--- src/rtl/nonce_collector_mc.sv ---
// Shared nonce counter, round-robin golden-nonce queue and 128-bit host status frame for NUM_CORES hashcores.
// Latency: golden nonce reaches the FIFO 2 clk after its match; the host frame loads 1 clk after synchronised wr_start rises.
// Backpressure: a full FIFO stops grants, cores stay pending, and further matches on pending cores are dropped into ovf_cnt.
module nonce_collector_mc #(
    parameter int  NUM_CORES = 4,
    parameter int  GN_DEPTH  = 8,
    parameter int  PIPE_LAT  = 132,
    localparam int CORE_BITS = $clog2(NUM_CORES)
) (
    input  logic                      clk,
    input  logic                      reset_n,
    input  logic                      nonce_clr,
    output logic [31-CORE_BITS:0]     nonce_base,
    input  logic [NUM_CORES-1:0]      gn_match,
    input  logic [32*NUM_CORES-1:0]   gn_in,
    input  logic [32*NUM_CORES-1:0]   hash_in,
    input  logic                      wr_start,
    input  logic                      wr_clk,
    output logic [7:0]                write
);
    localparam int NB_W = 32 - CORE_BITS;
    localparam int AW   = $clog2(GN_DEPTH);
    localparam int LW   = AW + 1;

    logic [CORE_BITS-1:0] phase, rr_ptr, grant_idx, cand;
    logic                 clr_q;
    logic [NUM_CORES-1:0] pending, granted, drop;
    logic [31:0]          pend_val [NUM_CORES];
    logic [7:0]           ovf_cnt, ovf_next;
    logic [31:0]          fifo_mem [GN_DEPTH];
    logic [AW-1:0]        wr_ptr, rd_ptr;
    logic [LW-1:0]        level;
    logic                 ws_b1, ws_b2;
    logic [3:0]           wc_b;
    logic [127:0]         outbuf;
    logic                 grant_vld, fifo_full, fifo_empty, push_ok, load, shift, pop;
    logic [31:0]          nonce_s, hash_s, head, status;

    assign fifo_full  = (level == LW'(GN_DEPTH));
    assign fifo_empty = (level == '0);
    assign load       = ws_b1 && !ws_b2;
    // One shift per wr_clk edge: edge seen at b0 while the older three stages still agree.
    assign shift      = (wc_b[3] == wc_b[2]) && (wc_b[2] == wc_b[1]) && (wc_b[1] != wc_b[0]);
    assign pop        = load && !fifo_empty;
    assign push_ok    = !fifo_full || pop;

    assign nonce_s = {nonce_base, phase} - 32'(PIPE_LAT);
    assign hash_s  = hash_in[{phase, 5'd0} +: 32];
    assign head    = fifo_empty ? 32'd0 : fifo_mem[rd_ptr];
    assign status  = {8'hB1, ovf_cnt, 8'(level), 7'd0, !fifo_empty};

    always_comb begin
        grant_vld = 1'b0;
        grant_idx = '0;
        cand      = '0;
        for (int i = 0; i < NUM_CORES; i++) begin
            cand = rr_ptr + CORE_BITS'(i);
            if (!grant_vld && pending[cand] && push_ok) begin
                grant_vld = 1'b1;
                grant_idx = cand;
            end
        end
    end

    // A core being granted this clk is free to accept a new match in the same clk.
    always_comb begin
        granted  = '0;
        drop     = '0;
        ovf_next = ovf_cnt;
        for (int k = 0; k < NUM_CORES; k++) begin
            granted[k] = grant_vld && (grant_idx == CORE_BITS'(k));
            drop[k]    = gn_match[k] && pending[k] && !granted[k];
            if (drop[k] && ovf_next != 8'hFF)
                ovf_next = ovf_next + 8'd1;
        end
    end

    always_ff @(posedge clk or negedge reset_n) begin
        if (!reset_n) begin
            nonce_base <= '0;
            phase      <= '0;
            clr_q      <= 1'b0;
        end else begin
            clr_q <= nonce_clr;
            if (nonce_clr)
                nonce_base <= '0;
            else
                nonce_base <= nonce_base + NB_W'(1);
            if (clr_q && !nonce_clr)
                phase <= phase + CORE_BITS'(1);
        end
    end

    always_ff @(posedge clk or negedge reset_n) begin
        if (!reset_n) begin
            pending <= '0;
            rr_ptr  <= '0;
            ovf_cnt <= '0;
        end else if (nonce_clr) begin
            pending <= '0;
            rr_ptr  <= '0;
            ovf_cnt <= '0;
        end else begin
            ovf_cnt <= ovf_next;
            if (grant_vld)
                rr_ptr <= grant_idx + CORE_BITS'(1);
            for (int k = 0; k < NUM_CORES; k++) begin
                if (gn_match[k] && (!pending[k] || granted[k]))
                    pending[k] <= 1'b1;
                else if (granted[k])
                    pending[k] <= 1'b0;
            end
        end
    end

    always_ff @(posedge clk) begin
        for (int k = 0; k < NUM_CORES; k++) begin
            if (gn_match[k] && (!pending[k] || granted[k]))
                pend_val[k] <= gn_in[32*k +: 32];
        end
        if (grant_vld)
            fifo_mem[wr_ptr] <= pend_val[grant_idx];
    end

    always_ff @(posedge clk or negedge reset_n) begin
        if (!reset_n) begin
            wr_ptr <= '0;
            rd_ptr <= '0;
            level  <= '0;
        end else if (nonce_clr) begin
            wr_ptr <= '0;
            rd_ptr <= '0;
            level  <= '0;
        end else begin
            if (grant_vld)
                wr_ptr <= wr_ptr + AW'(1);
            if (pop)
                rd_ptr <= rd_ptr + AW'(1);
            case ({grant_vld, pop})
                2'b10:   level <= level + LW'(1);
                2'b01:   level <= level - LW'(1);
                default: level <= level;
            endcase
        end
    end

    always_ff @(posedge clk or negedge reset_n) begin
        if (!reset_n) begin
            ws_b1  <= 1'b0;
            ws_b2  <= 1'b0;
            wc_b   <= '0;
            outbuf <= '0;
            write  <= '0;
        end else begin
            ws_b1 <= wr_start;
            ws_b2 <= ws_b1;
            wc_b  <= {wc_b[2:0], wr_clk};
            if (nonce_clr) begin
                outbuf <= '0;
                write  <= '0;
            end else begin
                if (load)
                    outbuf <= {status, head, hash_s, nonce_s};
                else if (shift)
                    outbuf <= {8'h00, outbuf[127:8]};
                write <= outbuf[7:0];
            end
        end
    end
endmodule

--- config.mk ---
export PLATFORM = sky130hd
export DESIGN_NAME = nonce_collector_mc
export DESIGN_NICKNAME = d
export VERILOG_FILES = /design/src/rtl/nonce_collector_mc.sv
export SDC_FILE = /design/constraint.sdc
export NUM_CORES = 1
export LEC_CHECK = 0
export ABC_AREA = 0
export BUFFER_PORTS_ARGS = -buffer_cell sky130_fd_sc_hd__buf_2
export CAP_MARGIN = 20
export CORE_ASPECT_RATIO = 0.7
export CORE_UTILIZATION = 56
export DETAILED_ROUTE_END_ITERATION = 10
export PLACE_DENSITY_LB_ADDON = 0.2
export SETUP_SLACK_MARGIN = 0.05
export SLEW_MARGIN = 20
export SYNTH_ARGS = -nofsm -noshare
export SYNTH_HDL_FRONTEND = slang
export SYNTH_SLANG_ARGS = --single-unit
--- constraint.sdc ---
create_clock -name clk -period 14.1 [get_ports clk]
set_clock_uncertainty 0.15 [all_clocks]
set_input_delay 1.41 -clock clk [delete_from_list [all_inputs] [get_ports clk]]
set_output_delay 1.41 -clock clk [all_outputs]
set_load 0.01 [all_outputs]
==> results.md, run 1 <==
- Least-Margin Pin Slew: 1089 ps
- Most instantiated cells after synthesis: edfxtp_1, nand2_1, dfrtp_1, nor2_1, o21ai_0
- Start point of the critical path: ws_b2$_DFF_PN0_
- Drt first pass iters: 5
- Run status: completed
- Sequential area share after synthesis: 0.6379
- Cell variety after synth: 80
- Count of cells along the worst register-to-register path: 31
- Via count of the routed design: 16620
- Final weighted congestion in routability-driven placement: 0.8258
- Cells resized by post-CTS repair: 0
- Drc violations: 0
- Die extent in y: 180.9 um
- CP peak stage delay: 600 ps
- Leading register cell type out of synthesis: edfxtp_1
- Post-synthesis sequential element count: 576
- Hold-fix buffers at CTS: 0
- Type of the setup path with the least slack: flop to flop
- Number of buffers created by CTS: 53
- Via-to-Cell Ratio: 5.874
- Area growth from synthesis to final layout: 15.29%
- YS warnings: 0
- Setup slack of the most critical reg-to-reg path: 5150 ps
- Average cell area after synthesis: 13.30 um2
- Number of nets with antenna violations after detailed routing: 0
- FFs w/ async S/R, synth: 0.3333
- Most used standard cell by instance count after synthesis: edfxtp_1
- Power per cell area: 195.4 nW/um2
- Leakage component of the power: 11.33 nW
- Antenna fix cells: 0
- Termination of the worst setup path: ovf_cnt[4]$_DFF_PN0_
- Final wirelength: 59740 um
- Largest net degree at the start of global routing: 113
- Initial standard-cell utilization of the core: 0.5684
- Type of the tightest min-delay check: flop to flop
- Placement Cell Area: 27710 um2
- HPWL reported at the end of detailed placement: 39170 um
- Synthesized instance count: 1925
- Worst supply voltage drop on vdd: 0.1788 mV
- # IOs: 303
- Share of post-route cells with drive strength above 1: 0.2547
- First DRT Iteration DRCs: 1385
- Final critical delay including setup and external delays: 8947 ps
- Data arrival at the endpoint of the critical path: 9320 ps
- Most area-consuming cells after synthesis: edfxtp_1, dfrtp_1, mux4_2
- Unrepaired setup endpoints after global routing: false
- Total overflow reported by the global router: 0
- Worst Path Required: 14470 ps
- Yosys top cell by area: edfxtp_1
- CTS root buf: clkbuf_16
- Post-Syn Nets: 2205
- Maximum buffer depth of the clock tree: 3
- Post-route design area: 29520 um2
- Final non-filler cell total: 2829
- Total Power Consumption: 0.005768 W
- Nature of the critical path startpoint: flop
- Vias in the first global route: 16550
- Post-CTS repair timing setup buffer count: 0
- Capture instance of the worst register-to-register path: ovf_cnt[4]$_DFF_PN0_
- Final setup violation count: 0
- Max-slew violation count: 0
- Endpoints failing hold: 0
- Count of flip-flops with a built-in enable after synthesis: 384
- Clk slew on worst S/H paths: 60 ps
- Highest clock frequency the design can meet: 111.8 MHz
- Fraction of the cycle the final worst path needs: 0.6345
- Worst Min Path Start: wc_b[0]$_DFF_PN0_
- Row count: 65
- Top fanout value on the critical path: 67
- Number of buffer and inverter instances along the worst setup path: 2
- Max-Slew Margin vs Limit: 0.2740
- Total Nets Final: 2461
- Worst reg2reg path startpoint: ws_b2$_DFF_PN0_
- Maximum capacitance violations: 0
- Sort of element at the end of the critical path: flop
- Chip width: 257.6 um
- Global-route wire length before repair: 94040 um
- Core area: 45060 um2
- Gr usage total: 0.2598
- Average detailed-routed wire length per instance: 21.12 um
- Cell total after placement: 2727
- Post-synth top area share: 0.4503
- Number of port buffers: 302
- DIE AREA: 46600 um2
- TritonCTS clock tree: done
- Critical Path Stages: 31
- Initial antenna violation count: 0
- Maximum level of the CTS H-tree: 2
- Highest-delay cell along the critical path: o31ai_1
- Cell occurring most often along the worst timing path: ha_1
- Worst-Skew Late Latency: 600 ps
- Clk sinks: 576
- Sum of negative setup slack: 0 ps
- Synthesized cell area: 25610 um2
- Cell class contributing the biggest share of worst-path delay: compound AO/OA/AOI/OAI gates
## final cells by class
type / instances / area [um2]
multi-input combinational: 1202 / 8813
clock buffer: 66 / 1385
inverter: 19 / 71.32
timing repair buffer: 329 / 1764
sequential: 576 / 16350
fill: 3305 / 15530
clock inverter: 34 / 389.1
tap: 603 / 754.5
## layer usage
metal	GRT usage	share of wire	routed length (um)	vias up
li1	-	-	-	7656
met4	0.06083	0.020	1212	0
met2	0.4086	0.47	28310	481
met3	0.03816	0.054	3239	78
met1	0.3864	0.45	26980	8402
met5	0	0	0	-
## sequential cells by signal (all words and copies together), names as in the netlist, 8 cells and up
register,flops
fifo_mem,256
nonce_base,30
outbuf,121
ovf_cnt,8
pend_val,128
write,8
## power by group
part	internal (W)	switching (W)
registers	0.00248	0.000157
clock network	0.000833	0.000634
logic	0.000574	0.00109
total	0.00389	0.00188
## metrics by stage
step	setup WS [ps]	util	hold slack (ps)
CTS	5127	0.6543	244.3
detailed placement	5181	0.6149	227.3
global route	4258	0.6553	269.4
global placement	5385	0.6145	223.9
floorplan	6656	-	208.3
finish	5153	0.6553	237.1
## kinds of logic (layout without fill, tap and decap cells)
kind of cell / Yosys count / after routing / synth area share
adders and majority gates: 15 / 15 / 0.007622
buffers and inverters: 147 / 448 / 0.02223
DFF: 576 / 576 / 0.6379
xor gates and xnor gates: 62 / 62 / 0.02120
muxes: 186 / 186 / 0.1224
and+or+nand+nor: 613 / 613 / 0.1102
AOI/OAI and AO/OA: 326 / 326 / 0.07837
## layout by cell type, fill, tap and decap left out, drive strengths merged, types with 8 or more instances in the layout
| cell | netlist | layout |
|---|---|---|
| nor2 | 133 | 133 |
| clkinv | 0 | 22 |
| inv | 19 | 22 |
| nand3 | 23 | 23 |
| nand2b | 9 | 9 |
| o31ai | 20 | 20 |
| mux2i | 78 | 78 |
| buf | 33 | 328 |
| nor3b | 8 | 8 |
| dfrtp | 192 | 192 |
| mux4 | 100 | 100 |
| o21ai | 125 | 125 |
| a31oi | 37 | 37 |
| xor2 | 26 | 26 |
| nor4 | 8 | 8 |
| or3 | 17 | 17 |
| a21oi | 98 | 98 |
| ha | 14 | 14 |
| nand2 | 294 | 294 |
| mux2 | 8 | 8 |
| nor3 | 24 | 24 |
| and3 | 39 | 39 |
| clkbuf | 95 | 67 |
| and2 | 8 | 8 |
| xnor2 | 36 | 36 |
| edfxtp | 384 | 384 |
| nor2b | 17 | 17 |
## worst min path at each step
stage / endpoint / slack, ps / cells past startpoint
floorplan: wc_b[1]$_DFF_PN0_ / 210 / 0
global placement: wc_b[1]$_DFF_PN0_ / 220 / 0
detailed placement: wc_b[1]$_DFF_PN0_ / 230 / 0
CTS: wc_b[1]$_DFF_PN0_ / 240 / 0
global route: wc_b[1]$_DFF_PN0_ / 270 / 0
finish: wc_b[1]$_DFF_PN0_ / 240 / 0
No activity file was read; power rests on OpenSTA's default activity.
==> inputs of run 2 (changes only) <==
--- a/config.mk
+++ b/config.mk
@@ -9,7 +9,7 @@
 export BUFFER_PORTS_ARGS = -buffer_cell sky130_fd_sc_hd__buf_2
 export CAP_MARGIN = 20
 export CORE_ASPECT_RATIO = 0.7
-export CORE_UTILIZATION = 56
+export CORE_UTILIZATION = 53
 export DETAILED_ROUTE_END_ITERATION = 10
 export PLACE_DENSITY_LB_ADDON = 0.2
 export SETUP_SLACK_MARGIN = 0.05
==> constraint.sdc (replaced) <==
create_clock -name clk -period 8.2 [get_ports clk]
set_clock_uncertainty 0.15 [all_clocks]
set_input_delay 0.82 -clock clk [delete_from_list [all_inputs] [get_ports clk]]
set_output_delay 0.82 -clock clk [all_outputs]
set_load 0.01 [all_outputs]
==> results.md, run 2 (synthesis gave the netlist of run 1 again) <==
- Run status: completed (unchanged)
- HPWL reported at the end of detailed placement: 38550 um (was 39170 um)
- Unrepaired setup endpoints after global routing: false (unchanged)
- Maximum capacitance violations: 0 (unchanged)
- Total overflow reported by the global router: 0 (unchanged)
- Chip width: 264.7 um (was 257.6 um)
- Total Nets Final: 2462 (was 2461)
- Final critical delay including setup and external delays: 7543 ps (was 8947 ps)
- Proportion of power drawn by flip-flops and latches: 0.460 (was 0.457)
- Final weighted congestion in routability-driven placement: 0.8443 (was 0.8258)
- Share of post-route cells with drive strength above 1: 0.2566 (was 0.2547)
- Net switching power of the design: 0.003230 W (was 0.001881 W)
- Max-slew violation count: 0 (unchanged)
- Number of flip-flops in the largest register: 256 (unchanged)
- Top flop regs: fifo_mem x256, pend_val x128, outbuf x121 (unchanged)
- Maximum level of the CTS H-tree: 2 (unchanged)
- Worst Setup Slack, final: 656.9 ps (was 5153 ps)
- Die extent in y: 185.9 um (was 180.9 um)
- Gr usage total: 0.2427 (was 0.2598)
- Power per cell area: 333.8 nW/um2 (was 195.4 nW/um2)
- Antenna fix cells: 0 (unchanged)
- Largest net degree at the start of global routing: 94 (was 113)
- Count of cells along the worst register-to-register path: 30 (was 31)
- Worst supply voltage drop on vdd: 0.2749 mV (was 0.1788 mV)
- Critical Path Stages: 30 (was 31)
- Sort of element at the end of the critical path: flop (unchanged)
- Nature of the critical path startpoint: flop (unchanged)
- Most flop-heavy register: fifo_mem (unchanged)
- Share of power burned in the clock network: 0.251 (was 0.254)
- Final setup violation count: 0 (unchanged)
- Worst Path Required: 8470 ps (was 14470 ps)
- CP peak stage delay: 600 ps (about the same)
- Worst-Skew Late Latency: 600 ps (about the same)
- Setup slack of the most critical reg-to-reg path: 660 ps (was 5150 ps)
- Number of buffers created by CTS: 53 (unchanged)
- Commonest cells after routing, fill and taps aside: edfxtp_1, buf_2, nand2_1 (unchanged)
- Via-to-Cell Ratio: 5.855 (was 5.874)
- Number of nets with antenna violations after detailed routing: 0 (unchanged)
- Sum of negative setup slack: 0 ps (unchanged)
- Fraction of power consumed by combinational cells: 0.289 (was 0.288)
- Capture instance of the worst register-to-register path: ovf_cnt[1]$_DFF_PN0_ (was ovf_cnt[4]$_DFF_PN0_)
- Number of port buffers: 302 (unchanged)
- Maximum buffer depth of the clock tree: 3 (unchanged)
- Clk sinks: 576 (unchanged)
- TritonCTS clock tree: done (unchanged)
- Initial antenna violation count: 0 (unchanged)
- Drc violations: 0 (unchanged)
- Highest-delay cell along the critical path: dfrtp_1 (was o31ai_1)
- Fraction of the cycle the final worst path needs: 0.9199 (was 0.6345)
- Vias in the first global route: 16320 (was 16550)
- Final wirelength: 59470 um (was 59740 um)
- Worst hold slack after final layout: 74.85 ps (was 237.1 ps)
- CTS root buf: clkbuf_16 (unchanged)
- Core area: 47070 um2 (was 45060 um2)
- Drt first pass iters: 5 (unchanged)
- Leakage component of the power: 11.31 nW (was 11.33 nW)
- Via count of the routed design: 16610 (was 16620)
- Max-Slew Margin vs Limit: 0.2797 (was 0.2740)
- Cell class contributing the biggest share of worst-path delay: compound AO/OA/AOI/OAI gates (unchanged)
- Endpoints failing hold: 0 (unchanged)
- Type of the setup path with the least slack: flop to flop (unchanged)
- Termination of the worst setup path: ovf_cnt[1]$_DFF_PN0_ (was ovf_cnt[4]$_DFF_PN0_)
- Worst reg2reg path startpoint: rr_ptr[1]$_DFFE_PN0P_ (was ws_b2$_DFF_PN0_)
- Highest clock frequency the design can meet: 132.6 MHz (was 111.8 MHz)
- DIE AREA: 49220 um2 (was 46600 um2)
- Cell total after placement: 2737 (was 2727)
- Hold-fix buffers at CTS: 0 (unchanged)
- Row count: 66 (was 65)
- Area growth from synthesis to final layout: 15.12% (was 15.29%)
- Least-Margin Pin Slew: 1081 ps (was 1089 ps)
- Data arrival at the endpoint of the critical path: 7820 ps (was 9320 ps)
- Design internal power: 0.006610 W (was 0.003887 W)
- First DRT Iteration DRCs: 1370 (was 1385)
- Initial standard-cell utilization of the core: 0.5440 (was 0.5684)
- Most common cell after layout, fill and taps aside: edfxtp_1 (unchanged)
- Final non-filler cell total: 2837 (was 2829)
- Clk slew on worst S/H paths: 70 ps (was 60 ps)
- Switching power share of the total: 0.3282 (was 0.3261)
- Start point of the critical path: rr_ptr[1]$_DFFE_PN0P_ (was ws_b2$_DFF_PN0_)
- Cell occurring most often along the worst timing path: ha_1 (unchanged)
- Global-route wire length before repair: 92320 um (was 94040 um)
- Top fanout value on the critical path: 11 (was 67)
- Post-placement worst setup slack: 305.6 ps (was 5181 ps)
- # IOs: 303 (unchanged)
- Type of the tightest min-delay check: input pin to async pin (was flop to flop)
- Number of buffer and inverter instances along the worst setup path: 3 (was 2)
- Average detailed-routed wire length per instance: 20.96 um (was 21.12 um)
[run 2: cell count changes in the layout (fill, tap and decap cells not counted), sizes merged]
| cell | delta |
|---|---|
| clkinv | +3 |
| bufinv | -2 |
| clkbuf | -2 |
| buf | +1 |
| inv | -1 |
[run 2: worst min path at each step]
| stage | endpoint | slack (ps) | cells after the start |
|---|---|---|---|
| floorplan | wc_b[1]$_DFF_PN0_ | 210 | 0 |
| detailed placement | wc_b[1]$_DFF_PN0_ | 230 | 0 |
| global placement | wc_b[1]$_DFF_PN0_ | 230 | 0 |
| global route | rr_ptr[1]$_DFFE_PN0P_ | 140 | 1 |
| finish | rr_ptr[0]$_DFFE_PN0P_ | 70 | 1 |
| CTS | rr_ptr[1]$_DFFE_PN0P_ | 100 | 1 |
[run 2: cell type report]
cell class	count	area, um2
fill	3562	17590
sequential	576	16350
multi-input combinational	1202	8822
timing repair buffer	330	1747
clock buffer	64	1368
tap	612	765.7
clock inverter	34	359.1
inverter	19	71.32
[run 2: worst reg2reg max path, delay by kind of cell, from the launching register on]
family | cells | cell delay, ps
AO/OA/AOI/OAI | 11 | 2190
AND/OR/NAND/NOR | 7 | 1430
multiplexers | 3 | 1170
adder cells (fa/ha/maj) | 4 | 1090
flip-flops | 1 | 600
XOR/XNOR | 2 | 440
buffers and inverters | 3 | 290
[run 2: layer usage]
layer	GRT usage	vias up	wire (um)
met5	0	-	0
met4	0.04532	0	692
met3	0.03188	61	3060
met2	0.3812	458	27960
met1	0.3679	8451	27760
li1	-	7640	-
[run 2: repair_timing]
item                       4_1_cts  5_1_grt
setup endpoints to repair        0        6
gates resized for setup          0        2
setup buffers                    0        1
[run 2: power by group through the flow]
stage / Sequential [W] / Combinational, W / Clock [W]
finish: 0.00452 / 0.00285 / 0.00247
detailed placement: 0.00459 / 0.00288 / 0
global route: 0.00458 / 0.00316 / 0.00262
global placement: 0.00455 / 0.00277 / 0
CTS: 0.00453 / 0.00290 / 0.00252
floorplan: 0.00443 / 0.00202 / 0
[run 2: per-stage QoR]
| stage | total power [W] | util | instance area [um2] |
|---|---|---|---|
| final | 0.009840 | 0.6263 | 29480 |
| after global routing | 0.01037 | 0.6263 | 29480 |
| after CTS | 0.009948 | 0.6254 | 29440 |
| after detailed placement | 0.007473 | 0.5888 | 27710 |
| after global placement | 0.007328 | 0.5888 | 27710 |
| after floorplan | 0.006444 | - | 25610 |
